**src/rtl/cpu_ctrl_pkg.sv**
```systemverilog
// Shared types and constants for the CPU run controller: FSM states,
// sticky error flag bit positions and the default halt instruction word.
package cpu_ctrl_pkg;

   typedef enum logic [1:0] {
      ST_IDLE = 2'd0,
      ST_BOOT = 2'd1,
      ST_RUN  = 2'd2,
      ST_HALT = 2'd3
   } state_e;

   localparam int FLG_ZERO  = 0;
   localparam int FLG_NUM   = 1;
   localparam int FLG_AOVF  = 2;
   localparam int FLG_MIS   = 3;
   localparam int FLG_TMO   = 4;
   localparam int NUM_FLAGS = 5;

   localparam logic [31:0] HALT_INSTR_DEF = 32'hFFFF_FFFF;

endpackage

```
**src/rtl/run_cycle_counter.sv**
```systemverilog
// Saturating retired-instruction counter with synchronous clear and a
// terminal-count compare used as the watchdog trip.
module run_cycle_counter #(
   parameter int              CNT_W = 32,
   parameter longint unsigned LIMIT = 1000000
) (
   input  logic             clk_i,
   input  logic             rst_i,
   input  logic             clr_i,
   input  logic             en_i,
   output logic [CNT_W-1:0] cnt_o,
   output logic             term_o
);

   localparam logic [CNT_W-1:0] MAX_VAL = '1;
   // A limit the counter can never represent must never trip.
   localparam bit LIMIT_FITS = (CNT_W >= 64) || (LIMIT < (64'd1 << CNT_W));

   logic [CNT_W-1:0] r_cnt;

   always_ff @(posedge clk_i or negedge rst_i) begin
      if (!rst_i)
         r_cnt <= '0;
      else if (clr_i)
         r_cnt <= '0;
      else if (en_i && (r_cnt != MAX_VAL))
         r_cnt <= r_cnt + CNT_W'(1);
   end

   assign cnt_o  = r_cnt;
   assign term_o = LIMIT_FITS && (r_cnt == CNT_W'(LIMIT));

endmodule

```
**src/rtl/cpu_run_controller.sv**
```systemverilog
// Run-control sequencer for the single-cycle CPU: boot reset hold, per-cycle
// commit gating, and halt on fatal error, halt instruction, request or watchdog.
module cpu_run_controller
   import cpu_ctrl_pkg::*;
#(
   parameter int unsigned     BOOT_CYCLES = 2,
   parameter int              CNT_W       = 32,
   parameter longint unsigned MAX_CYCLES  = 1000000,
   parameter logic [31:0]     HALT_INSTR  = HALT_INSTR_DEF,
   parameter logic [3:0]      FATAL_MASK  = 4'b1100
) (
   input  logic                 clk_i,
   input  logic                 rst_i,
   input  logic                 start_i,
   input  logic                 halt_req_i,
   input  logic [31:0]          pc_i,
   input  logic [31:0]          instr_i,
   input  logic                 err_zero_i,
   input  logic                 err_num_i,
   input  logic                 addr_ovf_i,
   input  logic                 misalign_i,
   output logic                 cpu_rst_o,
   output logic                 cpu_run_o,
   output logic [1:0]           state_o,
   output logic [CNT_W-1:0]     cycle_cnt_o,
   output logic [NUM_FLAGS-1:0] err_flags_o,
   output logic [31:0]          err_pc_o,
   output logic                 halted_o
);

   localparam int BW = (BOOT_CYCLES > 1) ? $clog2(BOOT_CYCLES) : 1;

   state_e                 r_state, w_next;
   logic [BW-1:0]          r_boot;
   logic [NUM_FLAGS-1:0]   r_flags;
   logic [31:0]            r_err_pc;
   logic [3:0]             w_err;
   logic                   w_fatal, w_halt_ins, w_timeout, w_stop, w_enter_boot;

   assign w_err        = {misalign_i, addr_ovf_i, err_num_i, err_zero_i};
   assign w_fatal      = |(FATAL_MASK & w_err);
   assign w_halt_ins   = (instr_i == HALT_INSTR);
   assign w_stop       = w_fatal | w_halt_ins | w_timeout;
   assign w_enter_boot = (w_next == ST_BOOT) && (r_state != ST_BOOT);

   always_ff @(posedge clk_i or negedge rst_i) begin
      if (!rst_i) r_state <= ST_IDLE;
      else        r_state <= w_next;
   end

   always_comb begin
      w_next    = r_state;
      cpu_rst_o = 1'b0;
      cpu_run_o = 1'b0;
      halted_o  = 1'b0;
      case (r_state)
         ST_IDLE: if (start_i) w_next = ST_BOOT;
         ST_BOOT: if (r_boot == '0) w_next = ST_RUN;
         ST_RUN: begin
            cpu_rst_o = 1'b1;
            cpu_run_o = ~w_stop;
            // A halt request lets the current instruction retire first.
            if (w_stop || halt_req_i) w_next = ST_HALT;
         end
         ST_HALT: begin
            cpu_rst_o = 1'b1;
            halted_o  = 1'b1;
            if (start_i) w_next = ST_BOOT;
         end
         default: w_next = ST_IDLE;
      endcase
   end

   always_ff @(posedge clk_i or negedge rst_i) begin
      if (!rst_i)
         r_boot <= '0;
      else if (w_enter_boot)
         r_boot <= BW'(BOOT_CYCLES - 1);
      else if ((r_state == ST_BOOT) && (r_boot != '0))
         r_boot <= r_boot - BW'(1);
   end

   // Sticky error flags and halt PC; errors outside RUN are ignored.
   always_ff @(posedge clk_i or negedge rst_i) begin
      if (!rst_i) begin
         r_flags  <= '0;
         r_err_pc <= '0;
      end else if (w_enter_boot) begin
         r_flags  <= '0;
         r_err_pc <= '0;
      end else if (r_state == ST_RUN) begin
         r_flags <= r_flags | {w_timeout, w_err};
         if (w_stop)
            r_err_pc <= pc_i;
         else if (halt_req_i)
            r_err_pc <= pc_i + 32'd4;
      end
   end

   run_cycle_counter #(
      .CNT_W (CNT_W),
      .LIMIT (MAX_CYCLES)
   ) u_cnt (
      .clk_i  (clk_i),
      .rst_i  (rst_i),
      .clr_i  (w_enter_boot),
      .en_i   (cpu_run_o),
      .cnt_o  (cycle_cnt_o),
      .term_o (w_timeout)
   );

   assign state_o     = r_state;
   assign err_flags_o = r_flags;
   assign err_pc_o    = r_err_pc;

endmodule

```
**config.mk**
```make
export PLATFORM = sky130hd
export DESIGN_NAME = cpu_run_controller
export DESIGN_NICKNAME = d
export VERILOG_FILES = /design/src/rtl/cpu_ctrl_pkg.sv /design/src/rtl/run_cycle_counter.sv /design/src/rtl/cpu_run_controller.sv
export SDC_FILE = /design/constraint.sdc
export NUM_CORES = 1
export LEC_CHECK = 0
export BUFFER_PORTS_ARGS = -buffer_cell sky130_fd_sc_hd__buf_2
export CAP_MARGIN = 10
export CORE_ASPECT_RATIO = 1.1
export CORE_MARGIN = 4
export CORE_UTILIZATION = 55
export CTS_CLUSTER_DIAMETER = 200
export CTS_CLUSTER_SIZE = 30
export DETAILED_ROUTE_END_ITERATION = 10
export PLACE_DENSITY = 0.95
export SLEW_MARGIN = 20
export SYNTH_ARGS = -nofsm -noshare
export SYNTH_HDL_FRONTEND = slang
export SYNTH_SLANG_ARGS = --single-unit
export TNS_END_PERCENT = 100
```
**constraint.sdc**
```tcl
create_clock -name clk_i -period 5.31 [get_ports clk_i]
set_clock_uncertainty 0.05 [all_clocks]
set_input_delay 1.062 -clock clk_i [delete_from_list [all_inputs] [get_ports clk_i]]
set_output_delay 1.062 -clock clk_i [all_outputs]
set_load 0.01 [all_outputs]
```
* Word-level counts from Yosys, hierarchy flattened *
Index checks and enable logic that the tools add are counted.
W data, S select, Z words.

cells by class
  equality and inequality tests = 8
  muxes and demuxes = 17
  bitwise operators = 4
  reductions and logical operators = 13
  add/subtract/negate cells = 3

operators with widths
  operator                 count
  $mux W32                 6
  $add A32 B1 Y32 const B  1
  $add A32 B3 Y32 const B  1
  $eq A32 B20 Y1 const B   1
  $eq A32 B32 Y1 const B   1
  $ne A32 B32 Y1 const B   1
  $mux W5                  2
  $mux W2                  3
  $pmux W2 S3              1
  $reduce_bool A2 Y1       3
  $reduce_or A2 Y1         3
  $mux W1                  5
  $or A5 B5 Y5             1
  $eq A2 B1 Y1 const B     2
  $eq A2 B2 Y1 const B     2
  $logic_and A1 B1 Y1      3
  $reduce_bool A3 Y1       1
  $logic_not A2 Y1         1
  $ne A2 B1 Y1 const B     1
  $or A1 B1 Y1             2
  $reduce_and A2 Y1        1
  $logic_or A1 B1 Y1       1
  $not A1 Y1               1
  $sub A1 B1 Y1 const B    1

word-level totals
  bits in registers = 72
  output and inout port bits = 74
  logic and storage cells = 50

* Longest topological paths before layout *
Gate-level depths: netlist (run 1).

  depth in word-level cells = 10
  mapped depth = 11
  depth with buffers taken out = 9

* Cells and area by module *
From an unflattened synthesis (run 1), not the netlist that was laid out.

second synthesis, totals
  cells, all modules = 515
  area, all modules = 4643.2 um^2

modules (own cells, without submodules)
  module              cells an instance  area an instance (um^2)  times used  sequential area each (um^2)
  cpu_run_controller  308                2743.9                   1           1001.0
  run_cycle_counter   207                1899.3                   1           800.8

* Worst setup path after synthesis (run 1) *
OpenSTA, ideal clock, no wires.

  path type = input to output
  start = input port instr_i[23]
  end = output port cpu_run_o
  path buffers = 1
  slack = 2.154 ns
  data required time = 4.198 ns
  stages = 6
  data arrival time = 2.044 ns
  cells stage by stage = nand4_1 nor4_1 a211oi_2 nand3_4 buf_6 inv_2

between the ends
  longest elaborated chain between the ends = 5

ends and longest elaborated chain
  element                     RTL line                  RTL
  from (decl)                 cpu_run_controller.sv:17  input logic [31:0] instr_i,
  $eq A32 B32 Y1              cpu_run_controller.sv:42  assign w_halt_ins = (instr_i == HALT_INSTR);
  $or A1 B1 Y1 (2 in series)  cpu_run_controller.sv:43  assign w_stop = w_fatal | w_halt_ins | w_timeout;
  $not A1 Y1                  cpu_run_controller.sv:61  cpu_run_o = ~w_stop;
  $mux W1                     cpu_run_controller.sv:56  case (r_state)
  to (decl)                   cpu_run_controller.sv:23  output logic cpu_run_o,

No other way between the ends.

* Worst setup path in the final report (run 1) *
  start = input port instr_i[13]
  end = output port cpu_run_o

Same word-level chain as after synthesis.

==> metrics.yaml, run 1 <==
synth_most_common_cell: "dfrtp_1"
hold-worst-slack_ns: 0.4403
synthArstFlopShare: 1.000
grt_pass1_vias: 4342
rsz0062_at_grt: "false"
timing.setup.tns_ns: 0
end_kind: "output port"
dpl_cell_area_mm2: 0.005160
path_max_fanout: 39
cts.clk_slew.worst_paths_ns: 0.08
clockBufferDepth: 2
die_w_um: 93.59
synthCells: 499
ys.flop_type: "dfrtp_1"
num_vias: 4626
gp_congestion: 0.9443
io_buffers: 145
htree_num_levels: 3
p_leak_nw: 2.397
intPower_mw: 1.244
totalWireLength_mm: 12.73
final-setup-viol-count: 0
wl_per_cell_um: 17.20
worst_slack_ns: 1.461
cts-buffers-inserted: 9
drtIter0Drc: 319
cts_tree: "built"
postCtsSetupBuffers: 0
clockPowerShare: 0.221
postCtsHoldBufs: 0
fmax_mhz: 259.8
layout.nets: 706
drv_cap: 0
ctsResizeCount: 0
die-area_mm2: 0.009559
pwr-share-comb: 0.401
synth_seq_cells: 72
io_pins: 146
rows: 34
synth_common_cells: "dfrtp_1 (72), nand3_1 (64), nand2_1 (28)"
synth_edf_count: 0
start_util: 0.5631
use_met3: 0.06627
synth.top_cell.area_share: 0.4065
core_mm2: 0.007870
min_period_over_period: 0.7248
power_density_mw_per_mm2: 382.9
antenna_cells: 0
grt_max_degree: 45
fin_total_pwr_mw: 2.057
postSynthAreaPerCell_um2: 8.881
p_switching_mw: 0.8127
syn-cell-area_mm2: 0.004432
worst_slew_pin_slew_ns: 0.9914
die_height_um: 102.1
vias_per_cell: 6.251
yosysSeqAreaShare: 0.4065
outcome: "complete, no violations"
area_growth_pct: 21.20
met1_usage: 0.3349
p_sw_frac: 0.3951
synth_top_cell_by_area: "dfrtp_1"
critPathKind: "in2out"
final_area_mm2: 0.005371
synth_warnings: 0
worstSkewPairLatency_ns: 0.34
cts_root_buf: "clkbuf_8"
grtUsageMet2: 0.4576
grt_util_all_layers: 0.2660
yosys-top-cells-area: "dfrtp_1 (41%), nand3_1 (7.2%), xnor2_1 (4.9%)"
hp-class: "reg2reg"
maxSlewHeadroom: 0.3391
grt_pass1_wl_mm: 20.50
route.detailed.drc: 0
grt.busiest_layer: "met2"
drive_gt1_frac: 0.2848
grt_overflow: 0
firstDrtPassIters: 7
dp_hpwl_mm: 9.150
cp_data_required_time_ns: 4.20
ir_drop_uv: 260.8
crit_arrival_ns: 2.74
slew_viol_final: 0
synth_fp_nets: 577
cts_sinks: 72
pre_cts_ws_ns: 1.472
antenna_violating_nets_post_route: 0
hold_violations: 0
antenna_found_initial: 0
fin_crit_ns: 3.849
p_seq_frac: 0.378
fillers: 624
startpoint_type: "primary input"
yosysUniqueCellTypes: 59
## cells in the final DEF, fill, tap and decap left out, types with 12 or more instances in the layout
| cell type | Yosys | final |
|---|---|---|
| buf_2 | 7 | 145 |
| dfrtp_1 | 72 | 72 |
| nand3_1 | 64 | 64 |
| nand2_1 | 28 | 28 |
| a21oi_1 | 27 | 27 |
| nand4_1 | 26 | 26 |
| o21ai_1 | 26 | 26 |
| nor4_1 | 25 | 25 |
| xnor2_1 | 25 | 25 |
| o21ai_0 | 15 | 15 |
| inv_1 | 14 | 14 |
| nor2_1 | 14 | 14 |
| or4_1 | 14 | 14 |
| o31ai_1 | 12 | 12 |
| clkbuf_8 | 0 | 12 |
## per-stage QoR
stage | utilization | instances
3_5_place_dp | 0.6556 | 725
5_1_grt | 0.6825 | 740
3_3_place_gp | 0.6556 | 725
2_1_floorplan | - | 499
4_1_cts | 0.6819 | 740
6_report | 0.6825 | 740
## path summary, 6_finish.rpt
| check | startpoint | slack (ns) | depth (start not counted) | endpoint |
|---|---|---|---|---|
| worst max-delay path | instr_i[13] | 1.46 | 7 | cpu_run_o |
| worst min-delay path | err_flags_o[4] | 0.44 | 2 | err_flags_o[4] |
| worst max register to register | u_cnt.cnt_o[0] | 2.43 | 9 | err_pc_o[13] |
| worst min register to register | err_flags_o[4] | 0.44 | 2 | err_flags_o[4] |
| max in group asynchronous | rst_i | 3.45 | 2 | err_pc_o[4] |
| min in group asynchronous | rst_i | 0.77 | 1 | u_cnt.cnt_o[20] |
## sequential cells by signal, indices dropped and copies added (netlist names)
register / flops
err_pc_o: 32
u_cnt.cnt_o: 32
err_flags_o: 5
state_o: 2
r_boot: 1
## logic make-up (layout without fill, tap and decap cells)
logic type                 Yosys count  count (layout)  share of synthesized area
muxes                                7               7                    0.01581
AOI/OAI and AO/OA                  106             106                     0.1462
xor gates and xnor gates            27              27                    0.05336
and+or+nand+nor                    234             234                     0.3080
adders and majority gates            6               6                    0.01694
buffers and inverters               47             180                    0.05307
DFF                                 72              72                     0.4066
## cell type report
cell class,count,area (µm²),share of cell area
multi-input combinational,380,2409,0.4484
sequential,72,1802,0.3354
timing repair buffer,150,763.2,0.1421
clock buffer,13,168.9,0.03145
tap,108,135.1,0.02516
inverter,15,56.30,0.01048
clock inverter,2,37.54,0.006988
## layer usage
metal,up-vias,routed length (µm),share of wire
li1,2154,-,-
met1,2211,4857,0.38
met2,234,6591,0.52
met3,27,1088,0.085
met4,0,190,0.015
met5,-,0,0
## worst max-delay path, stage by stage
cell      delay, ns
buf_2          0.11
nand4_1        0.09
nor4_1         0.08
a211oi_2       0.57
nand3_4        0.45
inv_2          0.22
buf_2          0.16
## power groups by stage
stage                     combinational, mW  clock (mW)  sequential [mW]
after detailed placement              0.829           0            0.785
final                                 0.825       0.454            0.778
after global placement                0.792           0            0.776
after global routing                  0.926       0.484            0.796
after CTS                             0.832       0.458            0.777
after floorplan                       0.462           0            0.837
Power figures use the tool's default switching activity.
==> inputs of run 2 (changes only) <==
- CORE_UTILIZATION: 55 -> 46
- PLACE_DENSITY: 0.95 -> 0.87
- clock period: 5.31 -> 3.5 ns (I/O delays scaled with it)
==> run 2 against run 1 <==
  * Critical path depth increased by 1
  * Register-to-register slack got worse by 1.7 ns
  * Clock power up 84%
  * Critical path type is now reg2out
  * Sequential cell count unchanged
  * First-iteration DRC count shrank 13%
  * Combinational power rose by 56%
  * Worst setup slack worse by 1.1 ns
  * Cell count is 2.3% higher
  * Global-route usage fell by 2.6 points
  * Die area increased by 18%
  * Power is 61% higher
==> metrics.yaml, run 2 (synthesis gave the netlist of run 1 again) <==
outcome: "complete, no violations"
cts-buffers-inserted: 9  # unchanged
worst_slew_pin_slew_ns: 0.8282  # -0.1631 ns
postCtsSetupBuffers: 0  # unchanged
vias_per_cell: 6.188  # -1.0%
ctsResizeCount: 0  # unchanged
route.detailed.drc: 0  # unchanged
gp_congestion: 0.9384  # -0.62%
antenna_cells: 0  # unchanged
worstSkewPairLatency_ns: 0.35  # about the same
rsz0062_at_grt: "false"
postCtsHoldBufs: 0  # unchanged
area_growth_pct: 23.97
grt_max_degree: 49  # +8.9%
maxSlewHeadroom: 0.4478  # +0.1088
p_leak_nw: 2.463  # +2.7%
multi_input_area_mm2: 0.002404  # -0.21%
layout_common_cells: "buf_2 (145), dfrtp_1 (72), nand3_1 (64)"
path_cells: "inv_1, ha_1, nor4bb_1, nand4_1, or2_1, nand3_4, inv_2, buf_2"
final-setup-viol-count: 0  # unchanged
final_common_cell: "buf_2"
fillers: 824  # +32%
core_mm2: 0.009398  # +19%
critPathKind: "reg2out"
crit_arrival_ns: 2.44  # -0.30 ns
fmax_mhz: 313.9
wl_per_cell_um: 17.91  # +4.1%
start_util: 0.4716  # -0.09154
seq_area_mm2: 0.001802  # unchanged
p_switching_mw: 1.281  # +58%
fin_total_pwr_mw: 3.310  # +61%
cp_data_required_time_ns: 2.75  # -1.45 ns
die_height_um: 110.9  # +8.6%
cts.clk_slew.worst_paths_ns: 0.08  # about the same
drive_gt1_frac: 0.2953  # +0.01050
cts_tree: "built"
grt_util_all_layers: 0.2403  # -0.02567
grt_pass1_wl_mm: 22.00  # +7.3%
totalWireLength_mm: 13.56  # +6.5%
htree_num_levels: 3  # unchanged
ir_drop_uv: 491.8  # +89%
critPathSlowestCell: "dfrtp_1"
die_w_um: 101.6  # +8.5%
antenna_found_initial: 0  # unchanged
clockBufferDepth: 2  # unchanged
io_pins: 146  # unchanged
layout.nets: 713  # +0.99%
dp_hpwl_mm: 10.00  # +9.3%
clockPowerShare: 0.253  # +0.032
critPathBufInv: 3  # unchanged
cts_root_buf: "clkbuf_8"
drv_cap: 0  # unchanged
max_stage_delay_ns: 0.44  # -0.13 ns
intPower_mw: 2.029  # +63%
dp_cells: 741  # +2.2%
rows: 37  # +8.8%
p_sw_frac: 0.3871  # -0.008082
cts_sinks: 72  # unchanged
firstDrtPassIters: 5  # -2
end_kind: "output port"
num_vias: 4684  # +1.3%
pwr-share-comb: 0.389  # -0.012
antenna_violating_nets_post_route: 0  # unchanged
final_cells: 757  # +2.3%
timing.setup.tns_ns: 0  # unchanged
die-area_mm2: 0.01127  # +18%
path_max_fanout: 11  # -72%
p_seq_frac: 0.359  # -0.019
hold_violations: 0  # unchanged
startpoint_type: "register"
io_buffers: 145  # unchanged
slew_viol_final: 0  # unchanged
hp-class: "in2async"
fin_crit_ns: 3.185
critical_path.top_delay_family: "simple AND/OR/NAND/NOR gates"
min_period_over_period: 0.9101
grt_pass1_vias: 4452  # +2.5%
grt_overflow: 0  # unchanged
drtIter0Drc: 276  # -13%
power_density_mw_per_mm2: 602.4  # +57%
[run 2: path summary, 6_finish.rpt]
check | start | endpoint | slack [ns] | cells after the start
min reg2reg | err_flags_o[1] | err_flags_o[1] | 0.45 | 2
min in group clk_i | err_flags_o[1] | err_flags_o[1] | 0.45 | 2
min | rst_i | u_cnt.cnt_o[19] | 0.39 | 1
max reg2reg | u_cnt.cnt_o[0] | u_cnt.cnt_o[5] | 0.75 | 9
max | u_cnt.cnt_o[0] | cpu_run_o | 0.31 | 8
max in group asynchronous | rst_i | err_pc_o[25] | 2.33 | 2
[run 2: layout make-up]
| cell class | count | share of cell area |
|---|---|---|
| Tap cell | 117 | 0.02665 |
| Timing Repair Buffer | 157 | 0.1514 |
| Multi-Input combinational cell | 380 | 0.4375 |
| Clock inverter | 5 | 0.01867 |
| Clock buffer | 11 | 0.02756 |
| Sequential cell | 72 | 0.3279 |
| Inverter | 15 | 0.01025 |
[run 2: worst register-to-register path, delay by kind of cell (launching register included)]
| kind | cells | cell delay, ns |
|---|---|---|
| DFF | 1 | 0.44 |
| adders and majority gates | 1 | 0.20 |
| AOI/OAI and AO/OA | 1 | 0.16 |
| and+or+nand+nor | 5 | 1.41 |
| buffers and inverters | 2 | 0.39 |
[run 2: stage by stage]
step             util  setup slack (ns)  hold WS [ns]  cell area (µm²)
4_1_cts        0.5846            0.2952        0.3973             5494
3_3_place_gp   0.5564            0.4889        0.4277             5229
5_1_grt        0.5846            0.1645        0.4282             5494
3_5_place_dp   0.5576            0.6767        0.4363             5240
2_1_floorplan       -             1.068        0.3544             4432
6_report       0.5846            0.3148        0.3877             5494
[run 2: routing by layer]
| layer | routed length (µm) | global-route usage |
|---|---|---|
| met4 | 246 | 0.07535 |
| met3 | 1172 | 0.05035 |
| met2 | 6768 | 0.3927 |
| met1 | 5367 | 0.3161 |
| met5 | 0 | 0 |
[run 2: power by group through the flow]
stage                     Clock (mW)  Sequential, mW  Combinational [mW]
final                          0.836            1.19                1.29
after floorplan                    0            1.27               0.701
after detailed placement           0            1.20                1.30
after CTS                      0.844            1.19                1.30
after global routing           0.890            1.22                1.42
after global placement             0            1.19                1.23
